--- src/rtl/inst_fetch_axi_if.sv ---
// AXI4 read channels (AR + R) between the fetch unit and memory.
// master: fetch unit drives ar*/rready; slave: memory drives arready/r*.
interface inst_fetch_axi_if #(
  parameter int ID_WIDTH = 4
);
  logic [ID_WIDTH-1:0] arid;
  logic [31:0]         araddr;
  logic [7:0]          arlen;
  logic [2:0]          arsize;
  logic [1:0]          arburst;
  logic                arvalid;
  logic                arready;
  logic [ID_WIDTH-1:0] rid;
  logic [31:0]         rdata;
  logic [1:0]          rresp;
  logic                rlast;
  logic                rvalid;
  logic                rready;

  modport master (
    output arid, araddr, arlen, arsize, arburst,
    output arvalid, rready,
    input  arready, rid, rdata, rresp, rlast, rvalid
  );

  modport slave (
    input  arid, araddr, arlen, arsize, arburst,
    input  arvalid, rready,
    output arready, rid, rdata, rresp, rlast, rvalid
  );
endinterface

--- src/rtl/inst_fetch_axi.sv ---
// Single-beat AXI4 instruction fetch master for the IF stage.
// Ports: clk, rst (sync, active-low); pc/pc_excepttype/next_pc_valid/flush
// from the PC side; valid/if_pc/if_inst/if_excepttype/busy to IF/ID;
// axi: AR/R master channels (one outstanding read at most).
module inst_fetch_axi #(
  parameter int ID_WIDTH = 4,
  parameter int FETCH_ID = 0,
  parameter bit MAP_KSEG = 1'b1
) (
  input  logic        clk,
  input  logic        rst,
  input  logic [31:0] pc,
  input  logic [31:0] pc_excepttype,
  input  logic        next_pc_valid,
  input  logic        flush,
  output logic        valid,
  output logic [31:0] if_pc,
  output logic [31:0] if_inst,
  output logic [31:0] if_excepttype,
  output logic        busy,
  inst_fetch_axi_if.master axi
);

  typedef enum logic [1:0] {
    IDLE,
    AR,
    R,
    DROP
  } state_t;

  state_t      state;
  logic [31:0] araddr;
  logic        arvalid;
  logic        rready;
  logic        req_pending;
  logic        flush_seen;
  logic [31:0] cap_pc;
  logic [31:0] cap_exc;
  logic        req;
  logic        unused_rid;

  // kseg0/kseg1 (0x8000_0000-0xBFFF_FFFF) fold onto the low 512 MB.
  function automatic logic [31:0] phys(input logic [31:0] va);
    if (MAP_KSEG && va[31:30] == 2'b10) begin
      return {3'b000, va[28:0]};
    end
    return va;
  endfunction

  assign req  = next_pc_valid | req_pending;
  assign busy = (state != IDLE);

  assign axi.arid    = ID_WIDTH'(FETCH_ID);
  assign axi.araddr  = araddr;
  assign axi.arlen   = 8'd0;
  assign axi.arsize  = 3'b010;
  assign axi.arburst = 2'b01;
  assign axi.arvalid = arvalid;
  assign axi.rready  = rready;

  assign unused_rid = ^axi.rid;

  always_ff @(posedge clk) begin
    if (!rst) begin
      state         <= IDLE;
      valid         <= 1'b0;
      if_pc         <= 32'd0;
      if_inst       <= 32'd0;
      if_excepttype <= 32'd0;
      araddr        <= 32'd0;
      arvalid       <= 1'b0;
      rready        <= 1'b0;
      req_pending   <= 1'b0;
      flush_seen    <= 1'b0;
      cap_pc        <= 32'd0;
      cap_exc       <= 32'd0;
    end else begin
      valid <= 1'b0;

      // A request arriving mid-transaction is remembered for IDLE.
      if (flush) begin
        req_pending <= 1'b0;
      end else if (next_pc_valid && state != IDLE) begin
        req_pending <= 1'b1;
      end

      unique case (state)
        IDLE: begin
          if (!flush && req) begin
            req_pending <= 1'b0;
            if (pc_excepttype != 32'd0) begin
              valid         <= 1'b1;
              if_pc         <= pc;
              if_inst       <= 32'd0;
              if_excepttype <= pc_excepttype;
            end else begin
              cap_pc     <= pc;
              cap_exc    <= pc_excepttype;
              araddr     <= phys(pc);
              arvalid    <= 1'b1;
              flush_seen <= 1'b0;
              state      <= AR;
            end
          end
        end
        AR: begin
          // arvalid must stay up until accepted; a flush is only noted.
          if (flush) begin
            flush_seen <= 1'b1;
          end
          if (axi.arready) begin
            arvalid    <= 1'b0;
            rready     <= 1'b1;
            flush_seen <= 1'b0;
            state      <= (flush_seen || flush) ? DROP : R;
          end
        end
        R: begin
          if (axi.rvalid && axi.rlast) begin
            rready <= 1'b0;
            state  <= IDLE;
            if (!flush) begin
              valid         <= 1'b1;
              if_pc         <= cap_pc;
              if_inst       <= (axi.rresp != 2'b00) ? 32'd0 : axi.rdata;
              if_excepttype <= cap_exc;
            end
          end else if (flush) begin
            state <= DROP;
          end
        end
        DROP: begin
          if (axi.rvalid && axi.rlast) begin
            rready <= 1'b0;
            state  <= IDLE;
          end
        end
        default: state <= IDLE;
      endcase
    end
  end

endmodule

--- src/flat_wrapper.sv ---
// flat-port wrapper written by rule: the top's interface ports become plain ports
module inst_fetch_axi_flat 
#(
  parameter int ID_WIDTH = 4,
  parameter int FETCH_ID = 0,
  parameter bit MAP_KSEG = 1'b1
)
  (clk, rst, pc, pc_excepttype, next_pc_valid, flush, valid, if_pc, if_inst, if_excepttype, busy, axi_arid, axi_araddr, axi_arlen, axi_arsize, axi_arburst, axi_arvalid, axi_rready, axi_arready, axi_rid, axi_rdata, axi_rresp, axi_rlast, axi_rvalid);
  inst_fetch_axi_if #(.ID_WIDTH(ID_WIDTH)) axi_i ();
  input  logic clk;
  input  logic rst;
  input  logic [31:0] pc;
  input  logic [31:0] pc_excepttype;
  input  logic next_pc_valid;
  input  logic flush;
  output logic valid;
  output logic [31:0] if_pc;
  output logic [31:0] if_inst;
  output logic [31:0] if_excepttype;
  output logic busy;
  output wire logic [$bits(axi_i.arid)-1:0] axi_arid;
  output wire logic [$bits(axi_i.araddr)-1:0] axi_araddr;
  output wire logic [$bits(axi_i.arlen)-1:0] axi_arlen;
  output wire logic [$bits(axi_i.arsize)-1:0] axi_arsize;
  output wire logic [$bits(axi_i.arburst)-1:0] axi_arburst;
  output wire logic [$bits(axi_i.arvalid)-1:0] axi_arvalid;
  output wire logic [$bits(axi_i.rready)-1:0] axi_rready;
  input wire logic [$bits(axi_i.arready)-1:0] axi_arready;
  input wire logic [$bits(axi_i.rid)-1:0] axi_rid;
  input wire logic [$bits(axi_i.rdata)-1:0] axi_rdata;
  input wire logic [$bits(axi_i.rresp)-1:0] axi_rresp;
  input wire logic [$bits(axi_i.rlast)-1:0] axi_rlast;
  input wire logic [$bits(axi_i.rvalid)-1:0] axi_rvalid;
  assign axi_arid = axi_i.arid;
  assign axi_araddr = axi_i.araddr;
  assign axi_arlen = axi_i.arlen;
  assign axi_arsize = axi_i.arsize;
  assign axi_arburst = axi_i.arburst;
  assign axi_arvalid = axi_i.arvalid;
  assign axi_rready = axi_i.rready;
  assign axi_i.arready = axi_arready;
  assign axi_i.rid = axi_rid;
  assign axi_i.rdata = axi_rdata;
  assign axi_i.rresp = axi_rresp;
  assign axi_i.rlast = axi_rlast;
  assign axi_i.rvalid = axi_rvalid;
  inst_fetch_axi #(.ID_WIDTH(ID_WIDTH), .FETCH_ID(FETCH_ID), .MAP_KSEG(MAP_KSEG)) u_core (.clk(clk), .rst(rst), .pc(pc), .pc_excepttype(pc_excepttype), .next_pc_valid(next_pc_valid), .flush(flush), .valid(valid), .if_pc(if_pc), .if_inst(if_inst), .if_excepttype(if_excepttype), .busy(busy), .axi(axi_i));
endmodule
--- config.mk ---
export PLATFORM = sky130hd
export DESIGN_NAME = inst_fetch_axi_flat
export DESIGN_NICKNAME = d
export VERILOG_FILES = /design/src/rtl/inst_fetch_axi_if.sv /design/src/rtl/inst_fetch_axi.sv /design/src/flat_wrapper.sv
export SDC_FILE = /design/constraint.sdc
export NUM_CORES = 1
export LEC_CHECK = 0
export CAP_MARGIN = 10
export CELL_PAD_IN_SITES_DETAIL_PLACEMENT = 1
export CELL_PAD_IN_SITES_GLOBAL_PLACEMENT = 1
export CORE_MARGIN = 3
export CORE_UTILIZATION = 34
export CTS_CLUSTER_DIAMETER = 120
export CTS_CLUSTER_SIZE = 20
export DETAILED_ROUTE_END_ITERATION = 8
export HOLD_SLACK_MARGIN = 0.03
export PLACE_DENSITY = 0.79
export SLEW_MARGIN = 0
export SYNTH_ARGS = -nofsm -noshare
export SYNTH_HDL_FRONTEND = slang
export SYNTH_SLANG_ARGS = --single-unit
--- constraint.sdc ---
create_clock -name clk -period 2.1 [get_ports clk]
set_input_delay 0.315 -clock clk [delete_from_list [all_inputs] [get_ports clk]]
set_output_delay 0.315 -clock clk [all_outputs]
set_load 0.02 [all_outputs]
==> results of run 1 <==
## placed cells by master, fill, tap and decap left out, drive strengths merged, types with 2 or more instances in the layout
cell / count
clkinv: 4
nand4: 2
nand3: 3
clkdlybuf4s50: 234
nor3: 2
o221a: 64
and4: 2
a21boi: 4
conb: 17
and3: 34
buf: 50
clkbuf: 20
nor4: 8
mux2i: 99
a32o: 32
dfxtp: 170
nand2: 135
nor2: 3
inv: 11
## registers in the layout (all words and copies together) (netlist names)
register,flops
u_core.state,2
u_core.if_pc,32
u_core.if_excepttype,32
u_core.cap_exc,32
u_core.axi.araddr,3
u_core.valid,1
u_core.cap_pc,32
u_core.axi.arvalid,1
u_core.if_inst,32
u_core.axi.rready,1
u_core.req_pending,1
u_core.flush_seen,1
## stage by stage
step | total power (W) | TNS, ns | instance area, um^2
after detailed placement | 0.00431 | -38.34 | 9780
after CTS | 0.00742 | 0 | 10300
after global placement | 0.00429 | -40.51 | 9780
after floorplan | 0.00383 | 0 | 7270
final | 0.00732 | 0 | 10400
after global routing | 0.00764 | -0.0262 | 10400
## layout make-up
cell class	instances	area share [%]
inverter	1	0.0359
multi-input combinational	418	30.5
clock inverter	14	1.21
clock buffer	18	4.21
tap	270	3.24
sequential	170	32.6
timing repair buffer	287	28.2
## cells in the mapped netlist (all sizes together)
cell	n	area share, %
o221a	64	10
o31ai	1	0.17
mux2i	99	14
nor3	2	0.30
nand3	3	0.21
a21boi	4	0.42
nand3b	1	0.10
nor2	3	0.16
o31a	1	0.12
dfxtp	170	47
o21bai	1	0.10
o32ai	1	0.38
o2111a	1	0.16
clkbuf	27	1.4
o221ai	1	0.12
o211ai	1	0.10
nand2	135	7.0
nor4	8	1.1
nand2b	1	0.087
conb	2	0.10
a32o	32	4.4
and3b	1	0.12
and2	1	0.087
o211a	1	0.14
inv	1	0.052
and3	34	3.0
or2	1	0.087
buf	84	8.6
and4	2	0.24
nand4	2	0.26
## kinds of logic after synthesis
family	share of synthesized area, %
and+or+nand+nor	12.8
DFF	47.2
buffers and inverters	10.0
AOI/OAI and AO/OA	16.2
muxes	13.7
other	0.104
## power groups by stage
stage	logic [W]	registers, W	clock network [W]
final	0.000893	0.00335	0.00308
after global routing	0.000958	0.00336	0.00332
after CTS	0.000889	0.00335	0.00318
after detailed placement	0.000886	0.00342	0
after global placement	0.000871	0.00342	0
after floorplan	0.000310	0.00352	0
## repair_timing
| action | in CTS | in global routing |
|---|---|---|
| resized for setup | 1 | 5 |
| pin swaps | 0 | 2 |
| cloned | 0 | 2 |
| buffers inserted | 0 | 2 |
| endpoints found under the setup margin | 1 | 64 |
| hold endpoints to repair | 0 | 0 |
## worst max-delay path, stage by stage
cell	delay, ns
clkdlybuf4s50_1	0.46
nor4_2	0.32
buf_4	0.18
nand4_2	0.17
o31a_4	0.44
buf_12	0.18
o221a_2	0.28
## per-layer routing
metal / track usage (%) / part of all wire (%)
met5: 0 / 0
met4: 6.02 / 2.2
met3: 7.47 / 7.9
met2: 30.6 / 47
met1: 23.3 / 43
## final timing paths
| check | slack [ns] | to | cells past startpoint |
|---|---|---|---|
| worst min-delay path | 0.29 | u_core.axi.arvalid$_SDFFE_PN0P_ | 2 |
| worst max register to register | 0.23 | u_core.if_pc[9]$_SDFFE_PN0P_ | 5 |
| worst max-delay path | 0.06 | u_core.if_pc[9]$_SDFFE_PN0P_ | 7 |
| worst min register to register | 0.46 | u_core.axi.araddr[30]$_SDFFE_PN0P_ | 2 |
==> results.cfg, run 1 <==
[detailed_routing]
viasPerCell = 5.10
dr.pass1.iters = 4
drt-total-wl_um = 22700
drc = 0
via_count = 6004
initialDrtViolationCount = 211
ant_nets = 0
routedWlPerCell_um = 19.3

[timing]
clock_skew_ns = 0.0121
period_needed_ns = 2.04
hold_viol = 0
slew_violations = 0
holdWs_ns = 0.294
post-route-period-util_pct = 97.2
setup_slack_ns = 0.0585
clock.fmax_mhz = 490
finalSetupViolations = 0

[cells_and_area]
antenna_cells = 0
final_nets = 1004
seqCellArea_um2 = 3400
syn2layout_area_growth_pct = 44.8
stdcell_count = 1178
fillers = 2215
multiInputGateArea_um2 = 3180
post-route-util_pct = 50.8
drive_above_1_share_pct = 12.1

[floorplanning]
core_area_um2 = 20600
start_util_pct = 35.1
die_h_um = 152
die_area_um2 = 23000
num_rows = 52
ios = 258
die_w_um = 152

[yosys]
syn_area_per_cell_um2 = 10.5
ys_ff_latch = 170
netlist_instances = 685
synth-seq-area-share_pct = 47.2
syn_area_um2 = 7210
yosysUniqueCellTypes = 36
ys_warn_count = 0

[placed_design]
port-buffer-count = 236
dp_cells = 1142
dp_slack_ns = -0.399
hpwl_um = 15100
routabilityCongestion = 0.728

[worst_hold_path]
hp-start = rst
min_path_type = primary input to flop

[clocking]
clock_sinks = 170
cts_hold_buf = 0
insertion_delay_ns = 0.43
clk_pin_slew_ns = 0.07
cts_buffers = 17
cts_tree = yes
htreeDepth = 4
cts_root_buffer = clkbuf_16
clockBufferDepth = 2

[global_route]
grt_first_pass_wirelength_um = 34200
grt_usage_pct = 19.0
antenna_found_initial = 0
grt_overflow = 0
grt_max_degree = 76
grt_pass1_vias = 6197

[power_and_ir_drop]
switching_share_pct = 26.5
p_switching_w = 0.00194
power_density_nw_per_um2 = 701
p_leak_nw = 4.40
p_comb_share_pct = 12.2
intPower_w = 0.00538
power_frac_seq_pct = 45.7
p_clk_share_pct = 42.1
ir_drop_uv = 510

[flow_run]
maxCapViolCount = 0

[critical_path]
crit_type = primary input to flop
cp-start-kind = primary input
arrival_ns = 2.36
rr_startpoint = u_core.state[0]$_SDFFE_PN0P_
startpoint = pc_excepttype[0]
critPathMaxFanout = 20
worstPathRequired_ns = 2.42
cp-end-kind = flop

[outcome]
status = completed
Note: power is estimated with default switching activity, not from simulation.
==> run 2, diff against run 1 <==
Settings changed: ABC_AREA from default to 1, CORE_UTILIZATION 34 to 31, PLACE_DENSITY 0.79 to 0.78.
==> run 2 against run 1 <==
Effect of this change: synthesized area rose by 0.35%; via count rose by 18%; non-clock buffer count fell by 10; maximum frequency rose by 1.9%; critical path depth fell by 4; first-iteration DRC count rose by 73%; setup slack improved by 0.037 ns; global-route usage barely moved; final cell count rose by 31%; synthesized cell count rose by 49%; largest power group unchanged; wire length rose by 5.6%.
==> results.cfg, run 2 <==
[power_and_ir_drop]
p_clk_share_pct = 42.1
p_leak_nw = 4.00
p_comb_share_pct = 14.8
intPower_w = 0.00582
power_frac_seq_pct = 43.1
switching_share_pct = 26.6
p_switching_w = 0.00211
ir_drop_uv = 407
power_density_nw_per_um2 = 759

[cells_and_area]
mostFrequentLayoutCell = nor2_1
final_cell_mix = 255 x nor2_1, 235 x clkdlybuf4s50_1, 170 x dfxtp_1, 133 x o21ai_0, 132 x nand2_1
drive_above_1_share_pct = 6.90
fillers = 2813
antenna_cells = 0
final_nets = 1329
syn2layout_area_growth_pct = 44.3
seqCellArea_um2 = 3400
multiInputGateArea_um2 = 2940
post-route-util_pct = 45.8

[clocking]
clockBufferDepth = 2
insertion_delay_ns = 0.42
cts_buffers = 17
clock_sinks = 170
cts_hold_buf = 0
clk_pin_slew_ns = 0.07
ctsResizeCount = 0
htreeDepth = 4
postCtsSetupRepairBufs = 0
cts_root_buffer = clkbuf_16
cts_tree = yes

[detailed_routing]
via_count = 7101
viasPerCell = 4.60
drt-total-wl_um = 24000
initialDrtViolationCount = 365
ant_nets = 0
drc = 0
dr.pass1.iters = 4
routedWlPerCell_um = 15.5

[yosys]
synth_commonest_cells = 256 x nor2_1, 170 x dfxtp_1, 133 x o21ai_0, 132 x nand2_1, 67 x inv_1
synth_area_leaders = dfxtp_1 47%, nor2_1 13%, o21ai_0 9.2%, nand2_1 6.8%, buf_4 5.1%
synth_top_area_share_pct = 47.0
synth_top_area_cell = dfxtp_1
ys_ff_latch = 170
netlist_instances = 1023
syn_area_per_cell_um2 = 7.07
synthArstFlopShare_pct = 0
synthFlopType = dfxtp_1
synth-seq-area-share_pct = 47.0
ys_warn_count = 0
yosysMostFrequentCell = nor2_1
yosysUniqueCellTypes = 29
synth_edf_count = 0
syn_area_um2 = 7230

[timing]
post-route-period-util_pct = 95.4
hold_viol = 0
rsz0062_at_grt = no
holdWs_ns = 0.293
max-slew-margin-rel_pct = 59.8
tightest_slew_ns = 0.603
finalSetupViolations = 0
clock.fmax_mhz = 499
period_needed_ns = 2.00
slew_violations = 0
clock_skew_ns = 0.0106

[global_route]
grt_overflow = 0
antenna_found_initial = 0
grt_max_degree = 73
grt_pass1_vias = 7366
grt_first_pass_wirelength_um = 39000
grt_usage_pct = 19.0

[worst_hold_path]
min_path_type = primary input to flop
min_to = u_core.state[0]$_SDFFE_PN0P_
hp-start = rst
holdPathStages = 3

[floorplanning]
die_h_um = 159
die_area_um2 = 25200
die_w_um = 159
num_rows = 55
core_area_um2 = 22800
start_util_pct = 31.8
ios = 258

[placed_design]
routabilityCongestion = 0.787
port-buffer-count = 236
hpwl_um = 17000

[critical_path]
critPathMaxFanout = 5
worst_r2r_path_depth = 7
worstPathRequired_ns = 1.78
rrSetupSlack_ns = 0.28
cp-start-kind = flop
rr_startpoint = u_core.state[1]$_SDFFE_PN0P_
crit_type = flop to primary output
cp-end-kind = primary output
arrival_ns = 1.69
worst_r2r_endpoint = u_core.if_pc[6]$_SDFFE_PN0P_

[flow_run]
maxCapViolCount = 0

[outcome]
status = completed
## run 2: cell count changes after synthesis, moves of 12 or more
cell      change
inv_1        +66
a32o_1       -32
nor2_1      +253
o221a_1      -53
a21oi_1      +36
clkbuf_1     +12
o21ai_0     +133
mux2i_1      -99
o21ai_1      +58
nor3_1       +32
and3_1       -33
## run 2: power by group through the flow
stage | logic, W | registers (W) | clock network, W
after detailed placement | 0.00118 | 0.00349 | 0
final | 0.00117 | 0.00342 | 0.00334
after global placement | 0.00116 | 0.00349 | 0
after global routing | 0.00128 | 0.00343 | 0.00356
after CTS | 0.00119 | 0.00342 | 0.00343
after floorplan | 0.000415 | 0.00364 | 0
## run 2: layout make-up
| cell class | instances | share of cell area (%) |
|---|---|---|
| Clock buffer | 17 | 4.08 |
| Multi-Input combinational cell | 681 | 28.1 |
| Tap cell | 313 | 3.75 |
| Inverter | 73 | 2.67 |
| Sequential cell | 170 | 32.6 |
| Clock inverter | 14 | 1.77 |
| Timing Repair Buffer | 277 | 27.0 |
## run 2: routing by layer
layer / vias up / GRT usage (%) / part of all wire [%]
met5: - / 0 / 0
met4: 0 / 5.29 / 1.7
met3: 25 / 3.99 / 4.4
met2: 170 / 33.0 / 49
met1: 3346 / 23.8 / 45
li1: 3560 / - / -
## run 2: cell families (layout without fill, tap and decap cells)
logic type / after synthesis / after routing / share of synthesized area, %
AO/OA/AOI/OAI: 231 / 231 / 16.1
buffers and inverters: 187 / 381 / 13.2
flip-flops: 170 / 170 / 47.0
other: 2 / 17 / 0.104
AND/OR/NAND/NOR: 433 / 433 / 23.5
## run 2: worst max-delay path, stage by stage (launching register included)
cell and delay, ns:
dfxtp_1 0.43, nor2_2 0.11, inv_2 0.11, clkdlybuf4s50_1 0.61
## run 2: how the worst max path moves through the flow
stage          depth (start not counted)                         start                                     to
2_1_floorplan                         10             pc_excepttype[13]         u_core.cap_pc[24]$_SDFFE_PN0P_
3_3_place_gp                          12             pc_excepttype[11]          u_core.if_pc[30]$_SDFFE_PN0P_
3_5_place_dp                          12              pc_excepttype[6]  u_core.if_excepttype[31]$_SDFFE_PN0P_
4_1_cts                                3  u_core.state[1]$_SDFFE_PN0P_                                   busy
5_1_grt                                3  u_core.state[1]$_SDFFE_PN0P_                                   busy
6_report                               3  u_core.state[1]$_SDFFE_PN0P_                                   busy
## run 2: through the flow
stage	std cells	setup slack, ns	instance area [um^2]	TNS, ns	power (W)
2_1_floorplan	1038	0.635	7290	0	0.00406
3_3_place_gp	1514	-0.155	9830	-17.49	0.00465
3_5_place_dp	1514	-0.229	9830	-25.96	0.00468
4_1_cts	1545	0.0791	10400	0	0.00804
5_1_grt	1545	0.00633	10400	0	0.00828
6_report	1545	0.0956	10400	0	0.00793
==> run 3, diff against run 2 <==
Settings changed: CORE_UTILIZATION 31 to 34, PLACE_DENSITY 0.78 to 0.84.
Clock period 2.1 ns to 2.35 ns, I/O delays scaled along.
==> run 3 against run 2 <==
Effect of this change: non-clock buffer count fell by 26; largest power group unchanged; clock-buffer cell count increased by 1; setup slack better by 0.24 ns; via count about the same; clock power fell by 17%; final cell count shrank 4.3%; sequential share of layout area increased by 1.1 points; final area is 3.2% lower; core utilization grew 3.3 points.
==> results.cfg, run 3 (synthesis results as in run 2) <==
[outcome]
status = completed

[clocking]
clock_sinks = 170
insertion_delay_ns = 0.42
ctsResizeCount = 0
postCtsSetupRepairBufs = 0
clk_pin_slew_ns = 0.07
cts_root_buffer = clkbuf_16
cts_buffers = 17
cts_tree = yes
clockBufferDepth = 2
htreeDepth = 4
cts_hold_buf = 0

[floorplanning]
die_w_um = 152
core_area_um2 = 20600
start_util_pct = 35.2
die_area_um2 = 23100
ios = 258
die_h_um = 152
num_rows = 52

[timing]
rsz0062_at_grt = no
holdWs_ns = 0.440
post-route-period-util_pct = 85.9
tightest_slew_ns = 0.669
clock.fmax_mhz = 496
setup_slack_ns = 0.332
slew_violations = 0
finalSetupViolations = 0
clock_skew_ns = 0.0105
hold_viol = 0
max-slew-margin-rel_pct = 55.4
period_needed_ns = 2.02

[power_and_ir_drop]
p_switching_w = 0.00185
p_clk_share_pct = 40.5
power_frac_seq_pct = 44.7
intPower_w = 0.00499
power_density_nw_per_um2 = 676
p_leak_nw = 3.85
ir_drop_uv = 420
switching_share_pct = 27.0
p_comb_share_pct = 14.8

[detailed_routing]
dr.pass1.iters = 4
initialDrtViolationCount = 337
ant_nets = 0
drt-total-wl_um = 23700
viasPerCell = 4.80
routedWlPerCell_um = 16.0
drc = 0
via_count = 7097

[cells_and_area]
final_nets = 1303
drive_above_1_share_pct = 4.97
fillers = 2582
mostFrequentLayoutCell = nor2_1
final_cell_mix = 255 x nor2_1, 235 x clkdlybuf4s50_1, 170 x dfxtp_1, 133 x o21ai_0, 132 x nand2_1
syn2layout_area_growth_pct = 39.7

[critical_path]
cp-end-kind = primary output
arrival_ns = 1.67
critPathMaxFanout = 5
startpoint = u_core.state[1]$_SDFFE_PN0P_
crit_type = flop to primary output
worstPathRequired_ns = 2.00
cp-start-kind = flop
rr_startpoint = u_core.state[1]$_SDFFE_PN0P_

[worst_hold_path]
min_path_type = flop to flop
hp-start = u_core.cap_exc[3]$_SDFFE_PN0P_

[placed_design]
port-buffer-count = 236
dp_slack_ns = -0.0412
routabilityCongestion = 0.772
hpwl_um = 16200

[global_route]
antenna_found_initial = 1
grt_max_degree = 131
grt_usage_pct = 20.0
grt_first_pass_wirelength_um = 38100
grt_pass1_vias = 7153
grt_overflow = 0

[flow_run]
maxCapViolCount = 0
run 3: cell types whose count changed in the layout (fill, tap and decap cells not counted):
cell	before	now
buf_12	12	8
clkbuf_8	0	1
bufinv_16	3	1
clkinv_4	1	5
inv_8	2	1
inv_6	5	4
clkinvlp_4	2	1
clkinv_2	1	2
buf_4	30	8
diode_2	0	1
run 3: worst max-delay path, stage by stage, from the launching register on:
cell	delay, ns
dfxtp_1	0.43
nor2_2	0.11
inv_2	0.10
clkdlybuf4s50_1	0.61
run 3: final cells by class:
type | instances | area [um^2] | share of cell area, %
antenna | 1 | 2.50 | 0.0248
clock buffer | 18 | 439 | 4.34
clock inverter | 14 | 138 | 1.36
inverter | 73 | 279 | 2.76
multi-input combinational | 681 | 2940 | 29.1
sequential | 170 | 3400 | 33.7
tap | 270 | 338 | 3.34
timing repair buffer | 251 | 2570 | 25.4
run 3: worst paths after layout:
check / to / slack [ns] / cells after the start
worst max-delay path: busy / 0.33 / 3
worst max register to register: u_core.if_pc[8]$_SDFFE_PN0P_ / 0.43 / 7
worst min register to register: u_core.cap_exc[3]$_SDFFE_PN0P_ / 0.44 / 2
worst min-delay path: u_core.cap_exc[3]$_SDFFE_PN0P_ / 0.44 / 2
run 3: metrics by stage:
stage | cells | TNS, ns | area [um^2] | power [W] | util, %
after global routing | 1478 | 0 | 10100 | 0.00714 | 49.2
after global placement | 1445 | 0 | 9530 | 0.00411 | 46.3
final | 1478 | 0 | 10100 | 0.00684 | 49.2
after detailed placement | 1445 | -0.295 | 9530 | 0.00414 | 46.3
after CTS | 1477 | 0 | 10100 | 0.00691 | 49.2
after floorplan | 1038 | 0 | 7290 | 0.00363 | -
run 3: power groups by stage:
stage	Clock, W	Combinational, W	Sequential, W
floorplan	0	0.000371	0.00326
global placement	0	0.000997	0.00312
detailed placement	0	0.00102	0.00312
CTS	0.00283	0.00102	0.00306
global route	0.00297	0.00111	0.00307
finish	0.00277	0.00101	0.00306
run 3: routing by layer:
layer  vias to the layer above  part of all wire, %  GRT usage [%]
li1                       3519                    -              -
met1                      3337                   45           25.9
met2                       202                   48           33.0
met3                        39                  4.6           3.87
met4                         0                  2.9           7.79
met5                         -                    0              0
